`config.mk`:
```
export PLATFORM = sky130hd
export DESIGN_NAME = vlx_store_sched
export DESIGN_NICKNAME = d
export VERILOG_FILES = /design/src/rtl/vlx_pkg.sv /design/src/rtl/vlx_byte_fifo.sv /design/src/rtl/vlx_store_sched.sv
export SDC_FILE = /design/constraint.sdc
export NUM_CORES = 1
export LEC_CHECK = 0
export ABC_CLOCK_PERIOD_IN_PS = 6030
export BUFFER_PORTS_ARGS = -buffer_cell sky130_fd_sc_hd__buf_2
export CORE_ASPECT_RATIO = 0.8
export CORE_MARGIN = 2
export CORE_UTILIZATION = 45
export DETAILED_ROUTE_END_ITERATION = 7
export PLACE_DENSITY_LB_ADDON = 0.08
export SLEW_MARGIN = 10
export SYNTH_ARGS = -nofsm -noshare
export SYNTH_HDL_FRONTEND = slang
export SYNTH_HIERARCHICAL = 1
export SYNTH_SLANG_ARGS = --single-unit
```
`constraint.sdc`:
```
create_clock -name clk_i -period 6.03 [get_ports clk_i]
set_input_delay 0.603 -clock clk_i [delete_from_list [all_inputs] [get_ports clk_i]]
set_output_delay 0.603 -clock clk_i [all_outputs]
set_load 0.01 [all_outputs]
```
`src/rtl/vlx_pkg.sv`:
```
// Shared types and constants for the VLX byte-store scheduler.
// The 0xFF/0x00 byte stuffing path is only built when VLX_BYTE_STUFF_EN is defined.
package vlx_pkg;

  // Scheduler FSM states. STUFF is only entered when byte stuffing is compiled in.
  typedef enum logic [1:0] {
    IDLE  = 2'd0,
    ARB   = 2'd1,
    DATA  = 2'd2,
    STUFF = 2'd3
  } vlx_state_t;

  // A byte equal to the mark is followed on the bus by the stuff byte.
  localparam logic [7:0] VLX_STUFF_MARK = 8'hFF;
  localparam logic [7:0] VLX_STUFF_BYTE = 8'h00;

  // Big-endian byte lane: address offset 0 lands on the most significant lane.
  function automatic logic [3:0] vlx_lane_sel(input logic [1:0] offset);
    return 4'b1000 >> offset;
  endfunction

endpackage

```
`src/rtl/vlx_byte_fifo.sv`:
```
// Small byte FIFO between the VLX bit packer and the store scheduler.
// A push while full is accepted only when a pop happens in the same cycle.
module vlx_byte_fifo
  import vlx_pkg::*;
#(
  parameter int DEPTH = 4
) (
  input  logic                     clk_i,
  input  logic                     rst_i,
  input  logic                     push,
  input  logic                     pop,
  input  logic [7:0]               wdata,
  output logic [7:0]               head,
  output logic [$clog2(DEPTH):0]   level,
  output logic                     full,
  output logic                     empty
);

  localparam int AW = $clog2(DEPTH);
  localparam int LW = AW + 1;

  logic [7:0]    mem [DEPTH];
  logic [AW-1:0] rd_ptr;
  logic [AW-1:0] wr_ptr;
  logic          do_push;
  logic          do_pop;

  assign empty   = (level == '0);
  assign full    = (level == LW'(DEPTH));
  assign do_pop  = pop && !empty;
  assign do_push = push && (!full || do_pop);
  assign head    = mem[rd_ptr];

  // Storage array; contents need no reset because level gates every read.
  always_ff @(posedge clk_i) begin
    if (do_push) begin
      mem[wr_ptr] <= wdata;
    end
  end

  // Pointers and occupancy; pointers wrap naturally since DEPTH is a power of two.
  always_ff @(posedge clk_i or posedge rst_i) begin
    if (rst_i) begin
      rd_ptr <= '0;
      wr_ptr <= '0;
      level  <= '0;
    end else begin
      if (do_push) begin
        wr_ptr <= wr_ptr + 1'b1;
      end
      if (do_pop) begin
        rd_ptr <= rd_ptr + 1'b1;
      end
      case ({do_push, do_pop})
        2'b10:   level <= level + 1'b1;
        2'b01:   level <= level - 1'b1;
        default: level <= level;
      endcase
    end
  end

endmodule

```
`src/rtl/vlx_store_sched.sv`:
```
// VLX byte-store scheduler: buffers packed JPEG bytes, arbitrates for the data
// bus and writes them one byte per Wishbone classic cycle at an incrementing
// big-endian address. Define VLX_BYTE_STUFF_EN to insert 0x00 after every 0xFF.
module vlx_store_sched
  import vlx_pkg::*;
#(
  parameter int DEPTH = 4
) (
  input  logic                     clk_i,
  input  logic                     rst_i,
  input  logic                     push_i,
  input  logic [7:0]               byte_i,
  output logic                     full_o,
  input  logic                     addr_set_i,
  input  logic [31:0]              addr_i,
  output logic [31:0]              addr_o,
  output logic [$clog2(DEPTH):0]   level_o,
  output logic                     busy_o,
  output logic                     ovf_o,
  output logic                     err_o,
  output logic                     bus_req_o,
  input  logic                     bus_gnt_i,
  output logic                     wb_cyc_o,
  output logic                     wb_stb_o,
  output logic                     wb_we_o,
  output logic [31:0]              wb_adr_o,
  output logic [31:0]              wb_dat_o,
  output logic [3:0]               wb_sel_o,
  input  logic                     wb_ack_i,
  input  logic                     wb_err_i
);

  localparam int LW = $clog2(DEPTH) + 1;

  vlx_state_t state;
  vlx_state_t state_nxt;

  logic [31:0]   addr_q;
  logic [7:0]    fifo_head;
  logic [LW-1:0] fifo_level;
  logic          fifo_full;
  logic          fifo_empty;
  logic          in_data;
  logic          in_stuff;
  logic          xfer;
  logic          xfer_nxt;
  logic          bus_done;
  logic          pop;
  logic          more_after_pop;
  logic          drop;

  vlx_byte_fifo #(
    .DEPTH (DEPTH)
  ) u_fifo (
    .clk_i (clk_i),
    .rst_i (rst_i),
    .push  (push_i),
    .pop   (pop),
    .wdata (byte_i),
    .head  (fifo_head),
    .level (fifo_level),
    .full  (fifo_full),
    .empty (fifo_empty)
  );

  assign in_data = (state == DATA);
`ifdef VLX_BYTE_STUFF_EN
  assign in_stuff = (state == STUFF);
  assign xfer_nxt = (state_nxt == DATA) || (state_nxt == STUFF);
`else
  assign in_stuff = 1'b0;
  assign xfer_nxt = (state_nxt == DATA);
`endif
  assign xfer = in_data || in_stuff;

  // An error response consumes the byte exactly like an ack does.
  assign bus_done       = xfer && (wb_ack_i || wb_err_i);
  assign pop            = in_data && bus_done;
  assign more_after_pop = (fifo_level > LW'(1)) || push_i;
  assign drop           = push_i && fifo_full && !pop;

  assign full_o  = fifo_full;
  assign level_o = fifo_level;
  assign addr_o  = addr_q;
  assign busy_o  = !fifo_empty || (state != IDLE);

  // Next-state selection for the scheduler FSM.
  always_comb begin
    state_nxt = state;
    case (state)
      IDLE: begin
        if (!fifo_empty) begin
          state_nxt = ARB;
        end
      end
      ARB: begin
        if (bus_gnt_i) begin
          state_nxt = DATA;
        end
      end
      DATA: begin
        if (bus_done) begin
`ifdef VLX_BYTE_STUFF_EN
          if (fifo_head == VLX_STUFF_MARK) begin
            state_nxt = STUFF;
          end else
`endif
          state_nxt = more_after_pop ? DATA : IDLE;
        end
      end
`ifdef VLX_BYTE_STUFF_EN
      STUFF: begin
        if (bus_done) begin
          state_nxt = (!fifo_empty || push_i) ? DATA : IDLE;
        end
      end
`endif
      default: state_nxt = IDLE;
    endcase
  end

  // State register plus registered bus controls; async reset drops the cycle at once.
  always_ff @(posedge clk_i or posedge rst_i) begin
    if (rst_i) begin
      state     <= IDLE;
      bus_req_o <= 1'b0;
      wb_cyc_o  <= 1'b0;
      wb_stb_o  <= 1'b0;
      wb_we_o   <= 1'b0;
    end else begin
      state     <= state_nxt;
      bus_req_o <= (state_nxt != IDLE);
      wb_cyc_o  <= xfer_nxt;
      wb_stb_o  <= xfer_nxt;
      wb_we_o   <= xfer_nxt;
    end
  end

  // Write address: loaded by software only while idle, advanced per completed byte.
  always_ff @(posedge clk_i or posedge rst_i) begin
    if (rst_i) begin
      addr_q <= '0;
    end else if (addr_set_i && !busy_o) begin
      addr_q <= addr_i;
    end else if (bus_done) begin
      addr_q <= addr_q + 32'd1;
    end
  end

  // Sticky overflow and bus-error flags, cleared by an accepted address load.
  always_ff @(posedge clk_i or posedge rst_i) begin
    if (rst_i) begin
      ovf_o <= 1'b0;
      err_o <= 1'b0;
    end else if (addr_set_i && !busy_o) begin
      ovf_o <= 1'b0;
      err_o <= 1'b0;
    end else begin
      if (drop) begin
        ovf_o <= 1'b1;
      end
      if (xfer && wb_err_i) begin
        err_o <= 1'b1;
      end
    end
  end

  // Wishbone address/data/select are zero outside a transfer.
  always_comb begin
    wb_adr_o = '0;
    wb_sel_o = '0;
    wb_dat_o = '0;
    if (xfer) begin
      wb_adr_o = addr_q;
      wb_sel_o = vlx_lane_sel(addr_q[1:0]);
    end
    if (in_data) begin
      wb_dat_o = {4{fifo_head}};
    end else if (in_stuff) begin
      wb_dat_o = {4{VLX_STUFF_BYTE}};
    end
  end

endmodule

```
==> flow_summary_export.csv, run 1 <==
group,metric,value,unit
grt,antenna_found_initial,0,
die,floorplan.die_area,10400,µm²
synth,asyncSetResetFlopFracSynth,58.4,%
route,post_drt_wl_per_cell,15.4,µm
timing,fin_tns_setup,0,ps
setup_path,r2r-end,"u_fifo/level[2]",
route,final_antenna_net_count,0,
cells_and_area,drive_gt1_share,38.5,%
setup_path,reg2reg_setup_slack,3170,ps
grt,globalRoute.totalOverflow,0,
status,run_status,"finished clean",
power_and_ir_drop,power.density_cell_area,472,nW/µm²
clock_network,post-cts-setup-buffers,0,
synth,ys_warn_count,6,
die,std_cell_rows,31,
clock_network,cts_tree,"yes",
synth,synth-edff-count,32,
timing,min_period_over_period,47.5,%
clock_network,clock_sinks,77,
synth,netlist_instances,412,
grt,grt_max_degree,59,
clock_network,tritoncts.num_buffers,9,
timing,finClkSkew,5.17,ps
power_and_ir_drop,power_switching_share,38.3,%
placed_design,dp_slack,3230,ps
route,post_route_drc,0,
timing,period_minus_slack,2860,ps
power_and_ir_drop,internal-power,0.00154,W
placed_design,dp.final_hpwl,7.48,mm
die,floorplan.core_area,9190,µm²
route,drt-initial-drc-count,205,
clock_network,worstSkewPairLatency,330,ps
timing,grt_setup_unrepaired,"false",
clock_network,max-clock-path-buffers,2,
timing,finalWorstSetupSlack,3170,ps
grt,grt_pass1_wl,16.4,mm
timing,timing.final.setup_violations,0,
flow_run,timing.max_cap.violations,0,
grt,grt.total_usage,20.3,%
setup_path,timing.rr.start,"state[0]",
die,die_w,113,µm
setup_path,endpoint_kind,"flop",
clock_network,clock_transition_at_the_registers_of_the_reported_paths,60,ps
die,initial_core_utilization,46.9,%
synth,synth.net_count,468,
die,io_pins,158,
cells_and_area,layout-area-overhead-vs-synth,22.9,%
route,routed_via_density,5.17,
power_and_ir_drop,leakagePower,2.43,nW
setup_path,worst_ep_arrival_time,3060,ps
power_and_ir_drop,finalPower,0.00250,W
cells_and_area,number_of_fill_cells_in_the_layout,825,
cells_and_area,nets,594,
setup_path,cp_max_fo,43,
timing,max_freq,349,MHz
timing,slew_headroom,41.0,%
power_and_ir_drop,vdd_ir_drop_max,0.209,mV
timing,worst_hold_slack,207,ps
cells_and_area,antennaDiodeCount,0,
grt,grt_pass1_vias,3142,
setup_path,criticalPathCategory,"flop to flop",
setup_path,rr_worst_depth,9,
clock_network,cts_root_buf,"sky130_fd_sc_hd__clkbuf_16",
min_path,hold_path_class,"input pin to asynchronous set/reset pin",
timing,max_slew.worst_pin.slew,886,ps
synth,synth.cell_area,4310,µm²
synth,post_synth_num_cell_types,54,
route,totalWireLength,10.1,mm
synth,synth.ff_latch_count,77,
route,drt_first_pass_iters,4,
synth,ys_seq_area_share,48.4,%
power_and_ir_drop,power_frac_seq,39.0,%
route,num_vias,3399,
power_and_ir_drop,power.combinational.fraction,37.5,%
clock_network,cts_max_level,3,
synth,synthesis.area_per_instance,10.5,µm²
setup_path,cp_data_required_time,6230,ps
timing,timing.final.max_slew_violations,0,
power_and_ir_drop,power_frac_clock,23.5,%
timing,number_of_endpoints_with_negative_hold_slack_in_the_final_report,0,
die,die_y,91.5,µm
placed_design,buffers_added_on_ports,157,
clock_network,cts.repair.resized,0,
power_and_ir_drop,power.net_switching,0.000958,W
placed_design,finalWeightedCongestion,0.794,
synth,ys.flop_type,"sky130_fd_sc_hd__dfrtp_1",
clock_network,cts-hold-fix-buffers,0,
setup_path,startpoint_type,"flop",
-- state kept, by name, summed over array words and instances, names as in the netlist --
register and cells:
addr_o 32, bus_req_o 1, err_o 1, ovf_o 1, state 2, u_fifo/level 3, u_fifo/mem 32, u_fifo/rd_ptr 2
u_fifo/wr_ptr 2, wb_we_o 1
-- kinds of logic (layout without fill, tap and decap cells) --
kind of cell             count (synthesis)  after routing  share of synthesized area [%]
AO/OA/AOI/OAI                           49             49                           6.65
XOR/XNOR                                33             33                           6.71
adder cells (fa/ha/maj)                  9              9                           2.79
buffers and inverters                   60            191                           8.10
flip-flops                              77             77                           48.4
multiplexers                             9              9                           4.53
AND/OR/NAND/NOR                        175            175                           22.8
-- worst max-delay path, cell delays in order, from the launching register on --
cell                       delay (ps)
sky130_fd_sc_hd__dfrtp_1          420
sky130_fd_sc_hd__and2b_4          560
sky130_fd_sc_hd__nand2_1          130
sky130_fd_sc_hd__inv_1            350
sky130_fd_sc_hd__nor2b_1          290
sky130_fd_sc_hd__nand2_1          110
sky130_fd_sc_hd__fa_1             430
sky130_fd_sc_hd__nor2b_1          180
sky130_fd_sc_hd__a221o_1          170
sky130_fd_sc_hd__o211ai_1          90
-- cells in the final DEF (no fill, tap or decap), types with 3 or more instances in the layout --
cell type / instances
sky130_fd_sc_hd__a21oi_1: 5
sky130_fd_sc_hd__a31oi_1: 3
sky130_fd_sc_hd__and2_1: 40
sky130_fd_sc_hd__and2_2: 7
sky130_fd_sc_hd__and3_1: 3
sky130_fd_sc_hd__and3_2: 4
sky130_fd_sc_hd__buf_2: 157
sky130_fd_sc_hd__clkbuf_16: 9
sky130_fd_sc_hd__dfrtp_1: 45
sky130_fd_sc_hd__edfxtp_1: 32
sky130_fd_sc_hd__ha_1: 8
sky130_fd_sc_hd__inv_1: 16
sky130_fd_sc_hd__mux4_2: 8
sky130_fd_sc_hd__nand2_1: 43
sky130_fd_sc_hd__nand3_1: 16
sky130_fd_sc_hd__nand4_1: 9
sky130_fd_sc_hd__nor2_1: 19
sky130_fd_sc_hd__nor2b_1: 3
sky130_fd_sc_hd__nor3_1: 5
sky130_fd_sc_hd__nor4_1: 5
sky130_fd_sc_hd__o21ai_0: 29
sky130_fd_sc_hd__xnor2_1: 15
sky130_fd_sc_hd__xor2_1: 18
-- worst max path at each step --
stage	slack [ps]	to	cells past startpoint	start
3_5_place_dp	3230	u_fifo/level[2]	9	state[0]
5_1_grt	3020	u_fifo/level[2]	9	state[0]
3_3_place_gp	3420	u_fifo/level[2]	9	state[0]
2_1_floorplan	3870	u_fifo/level[2]	10	wb_err_i
6_report	3170	u_fifo/level[2]	9	state[0]
4_1_cts	3210	u_fifo/level[2]	9	state[0]
-- power groups by stage --
stage / Clock, W / Combinational [W] / Sequential [W]
global placement: 0 / 0.000932 / 0.000976
CTS: 0.000602 / 0.000949 / 0.000977
floorplan: 0 / 0.000645 / 0.000960
global route: 0.000629 / 0.00104 / 0.00102
finish: 0.000589 / 0.000939 / 0.000975
detailed placement: 0 / 0.000945 / 0.000984
-- through the flow --
step,instance area [µm²],cells,utilization (%)
2_1_floorplan,4310,412,-
3_3_place_gp,4970,642,54.0
3_5_place_dp,4970,642,54.0
4_1_cts,5300,658,57.6
5_1_grt,5300,658,57.6
6_report,5300,658,57.6
-- final cells by class --
class / instances / area [µm²] / area share, %
flip-flops and latches: 77 / 2090 / 39.4
multi-input cells: 275 / 1880 / 35.4
repair buffers: 159 / 801 / 15.1
clock buffers: 9 / 225 / 4.25
well taps: 115 / 144 / 2.72
clock inverters: 7 / 105 / 1.98
inverters: 16 / 60.1 / 1.13
-- cell usage after synthesis (2+ instances only) --
library cell,count,area (µm²)
sky130_fd_sc_hd__dfrtp_1,45,1130
sky130_fd_sc_hd__nor2b_1,3,18.8
sky130_fd_sc_hd__o211ai_1,2,15.0
sky130_fd_sc_hd__nor3_1,5,25.0
sky130_fd_sc_hd__and3_2,3,22.5
sky130_fd_sc_hd__buf_4,26,195
sky130_fd_sc_hd__or2_2,2,12.5
sky130_fd_sc_hd__buf_2,3,15.0
sky130_fd_sc_hd__nor4_1,5,31.3
sky130_fd_sc_hd__o22ai_1,2,12.5
sky130_fd_sc_hd__buf_6,3,33.8
sky130_fd_sc_hd__and4_4,2,22.5
sky130_fd_sc_hd__xnor2_1,15,131
sky130_fd_sc_hd__ha_1,8,100
sky130_fd_sc_hd__inv_1,16,60.1
sky130_fd_sc_hd__or3_1,2,12.5
sky130_fd_sc_hd__o21ai_0,29,145
sky130_fd_sc_hd__edfxtp_1,32,961
sky130_fd_sc_hd__a31oi_1,3,18.8
sky130_fd_sc_hd__and3_1,4,25.0
sky130_fd_sc_hd__nand3_1,16,80.1
sky130_fd_sc_hd__and2_1,40,250
sky130_fd_sc_hd__a21oi_1,5,25.0
sky130_fd_sc_hd__clkbuf_1,11,41.3
sky130_fd_sc_hd__nand4_1,9,56.3
sky130_fd_sc_hd__and2_2,7,52.6
sky130_fd_sc_hd__and4_2,2,20.0
sky130_fd_sc_hd__mux4_2,8,180
sky130_fd_sc_hd__and4_1,2,17.5
sky130_fd_sc_hd__nor2_1,19,71.3
sky130_fd_sc_hd__nand2_1,43,161
sky130_fd_sc_hd__xor2_1,18,158
-- per-layer routing --
| metal | global-route usage, % | vias to the layer above | wire [µm] |
|---|---|---|---|
| li1 | - | 1657 | - |
| met1 | 30.3 | 1608 | 5050 |
| met2 | 29.6 | 130 | 4370 |
| met3 | 5.41 | 4 | 628 |
| met4 | 4.27 | 0 | 59 |
| met5 | 0 | - | 0 |
Power figures use the tool's default switching activity.
==> run 2, diff against run 1 <==
ABC_AREA = 1   (was not set)
ABC_CLOCK_PERIOD_IN_PS = 2700   (was 6030)
clock period = 2.7 ns   (was 6.03 ns; I/O delays follow)
==> run 2 against run 1 <==
Effect of this change:
- register-to-register slack worse by 2500 ps
- setup slack worse by 2700 ps
- clock power grew 130%
- sequential cell count unchanged
- routed wire length rose by 34%
- via count grew 42%
- sequential share of layout area down 4.8 points
- synthesized cell count is 69% higher
- final cell count grew 48%
- worst hold slack got worse by 50 ps
- global-route usage increased by 3.5 points
- critical path type is now flop to primary output
==> flow_summary_export.csv, run 2 <==
group,metric,value,unit
status,run_status,"finished clean",
synth,ys_seq_area_share,41.8,%
setup_path,cp_data_required_time,2430,ps
cells_and_area,drive_gt1_share,25.3,%
route,num_vias,4828,
clock_network,max-clock-path-buffers,2,
timing,period_minus_slack,2250,ps
setup_path,rr_worst_depth,11,
grt,use_met3,4.96,%
grt,gr-usage-met2,35.8,%
placed_design,dp.final_hpwl,9.97,mm
synth,synth_top_area_share,22.6,%
power_and_ir_drop,vdd_ir_drop_max,0.612,mV
cells_and_area,final_core_utilization,55.6,%
cells_and_area,post_layout_instance_area,6030,µm²
synth,synth.cell_area,4990,µm²
route,post_drt_wl_per_cell,13.9,µm
power_and_ir_drop,power.density_cell_area,1090,nW/µm²
synth,ys_warn_count,6,
route,post_route_drc,0,
min_path,hold-path-cell-count,1,
setup_path,max_stage_delay,590,ps
synth,synth.ff_latch_count,77,
die,die_w,122,µm
cells_and_area,layout_commonest_cell,"sky130_fd_sc_hd__nand2_1",
synth,synth.net_count,752,
route,routed_via_density,4.97,
synth,synth_top_cell_by_area,"sky130_fd_sc_hd__dfrtp_1",
placed_design,placed_cells_incl_taps,954,
clock_network,cts_max_level,3,
timing,slew_headroom,38.0,%
placed_design,buffers_added_on_ports,157,
min_path,hold_path_class,"input pin to flop",
cells_and_area,final-instance-count-excl-fill,971,
setup_path,critical_path.slowest_cell,"sky130_fd_sc_hd__dfrtp_1",
grt,globalRoute.totalOverflow,0,
setup_path,startpoint_type,"flop",
setup_path,reg2reg_setup_slack,670,ps
die,floorplan.core_area,10800,µm²
die,std_cell_rows,34,
timing,min_period_over_period,83.5,%
synth,synthesis.area_per_instance,7.17,µm²
clock_network,worstSkewPairLatency,330,ps
synth,synth-edff-count,32,
setup_path,criticalPathCategory,"flop to primary output",
clock_network,cts_root_buf,"sky130_fd_sc_hd__clkbuf_16",
timing,max_freq,444,MHz
route,totalWireLength,13.5,mm
die,die_y,98.2,µm
route,drt_first_pass_iters,7,
die,io_pins,158,
synth,netlist_top_cells_count,"172 x sky130_fd_sc_hd__nand2_1, 124 x sky130_fd_sc_hd__nor2_1, 101 x sky130_fd_sc_hd__inv_1, 50 x sky130_fd_sc_hd__nand3_1, 45 x sky130_fd_sc_hd__dfrtp_1",
synth,ys.flop_type,"sky130_fd_sc_hd__dfrtp_1",
die,floorplan.die_area,12000,µm²
grt,grt_pass1_vias,4686,
synth,post_synth_num_cell_types,35,
route,drt-initial-drc-count,313,
grt,grt.total_usage,23.8,%
clock_network,clock_sinks,77,
setup_path,cp_max_fo,18,
timing,grt_setup_unrepaired,"false",
die,initial_core_utilization,46.0,%
synth,synth.most_common_cell,"sky130_fd_sc_hd__nand2_1",
clock_network,tritoncts.num_buffers,9,
power_and_ir_drop,leakagePower,3.25,nW
cells_and_area,antennaDiodeCount,0,
cells_and_area,layout_common_cells,"172 x sky130_fd_sc_hd__nand2_1, 157 x sky130_fd_sc_hd__buf_2, 124 x sky130_fd_sc_hd__nor2_1, 101 x sky130_fd_sc_hd__inv_1, 50 x sky130_fd_sc_hd__nand3_1",
grt,grt_max_degree,48,
setup_path,cp_cell_sequence,"inv_2 -> o21ai_0 -> o22ai_1 -> inv_1 -> nor2_1 -> buf_2",
setup_path,r2r-end,"addr_o[12]",
synth,netlist_instances,696,
min_path,min_delay_worst_endpoint,"u_fifo/mem[3][6]",
timing,number_of_endpoints_with_negative_hold_slack_in_the_final_report,0,
placed_design,finalWeightedCongestion,0.951,
clock_network,post-cts-setup-buffers,0,
placed_design,place_area,5680,µm²
flow_run,timing.max_cap.violations,0,
grt,globalRouteMet1Util,34.4,%
timing,fin_tns_setup,0,ps
timing,max_slew.worst_pin.slew,926,ps
grt,grt-busiest-layer,"met2",
grt,antenna_found_initial,0,
setup_path,worst_ep_arrival_time,1980,ps
route,final_antenna_net_count,0,
synth,synth_area_leaders,"sky130_fd_sc_hd__dfrtp_1 23%, sky130_fd_sc_hd__edfxtp_1 19%, sky130_fd_sc_hd__nand2_1 13%, sky130_fd_sc_hd__nor2_1 9.3%, sky130_fd_sc_hd__inv_1 7.6%",
cells_and_area,nets,878,
setup_path,timing.rr.start,"u_fifo/level[0]",
clock_network,clock_transition_at_the_registers_of_the_reported_paths,60,ps
timing,finClkSkew,6.85,ps
clock_network,cts_tree,"yes",
timing,timing.final.setup_violations,0,
timing,timing.final.max_slew_violations,0,
synth,asyncSetResetFlopFracSynth,58.4,%
grt,grt_pass1_wl,22.5,mm
min_path,timing.hold.worst.start,"byte_i[6]",
cells_and_area,layout-area-overhead-vs-synth,20.8,%
setup_path,endpoint_kind,"primary output",
==> run 2: cell count changes after synthesis, sizes merged, moves of 8 or more <==
cell | previous run | this run
nand2 | 44 | 183
nor2 | 19 | 135
inv | 16 | 106
and2 | 47 | 0
nand3 | 17 | 52
xnor2 | 15 | 0
xor2 | 18 | 4
buf | 33 | 45
o22ai | 2 | 14
clkbuf | 11 | 3
mux4 | 8 | 0
o21ai | 30 | 38
==> run 2: power by group <==
group	switching, W	internal (W)	leakage, nW
clock	0.000471	0.000903	0.164
sequential	0.000493	0.00164	0.817
combinational	0.00200	0.00110	2.27
total	0.00296	0.00364	3.25
==> run 2: what timing repair did <==
action / 4_1_cts / 5_1_grt
hold buffers: 1 / 0
endpoints found under the hold margin: 7 / 0
gates resized for setup: 0 / 0
==> run 2: per-layer routing <==
layer | vias to the layer above | wire length [µm]
met1 | 2222 | 6680
met4 | 0 | 182
met2 | 197 | 5650
li1 | 2395 | -
met5 | - | 0
met3 | 14 | 1010
==> run 2: area by class of cell <==
class	count	area, µm²
Fill cell	1091	4820
Tap cell	144	180
Timing Repair Buffer	163	833
Multi-Input combinational cell	465	2190
Sequential cell	77	2090
Clock buffer	10	229
Clock inverter	6	111
Inverter	106	398
==> run 2: logic make-up after synthesis <==
family	share of synthesized area, %
AND/OR/NAND/NOR	32.3
flip-flops	41.8
adder cells (fa/ha/maj)	2.41
AO/OA/AOI/OAI	8.45
buffers and inverters	14.3
XOR/XNOR	0.702
==> run 2: through the flow <==
stage	power (W)	hold slack [ps]	setup WS, ps
floorplan	0.00431	73.4	886
global placement	0.00518	231	767
detailed placement	0.00524	241	686
CTS	0.00663	145	424
global route	0.00717	146	215
finish	0.00660	157	445
==> run 2: worst max-delay path: cells and delay by family, from the launching register on <==
kind                   cells  cell delay, ps
DFF                        1             590
buffers and inverters      3             580
AOI/OAI and AO/OA          2             280
and+or+nand+nor            1             190
==> run 2: how the worst max path moves through the flow <==
| stage | from | endpoint | slack [ps] | cells past startpoint |
|---|---|---|---|---|
| 2_1_floorplan | state[0] | u_fifo/level[2] | 890 | 12 |
| 3_3_place_gp | u_fifo/level[0] | addr_o[12] | 770 | 11 |
| 3_5_place_dp | u_fifo/level[0] | addr_o[11] | 690 | 11 |
| 4_1_cts | u_fifo/rd_ptr[0] | wb_dat_o[13] | 420 | 6 |
| 5_1_grt | u_fifo/rd_ptr[0] | wb_dat_o[5] | 210 | 6 |
| 6_report | u_fifo/rd_ptr[0] | wb_dat_o[13] | 450 | 6 |
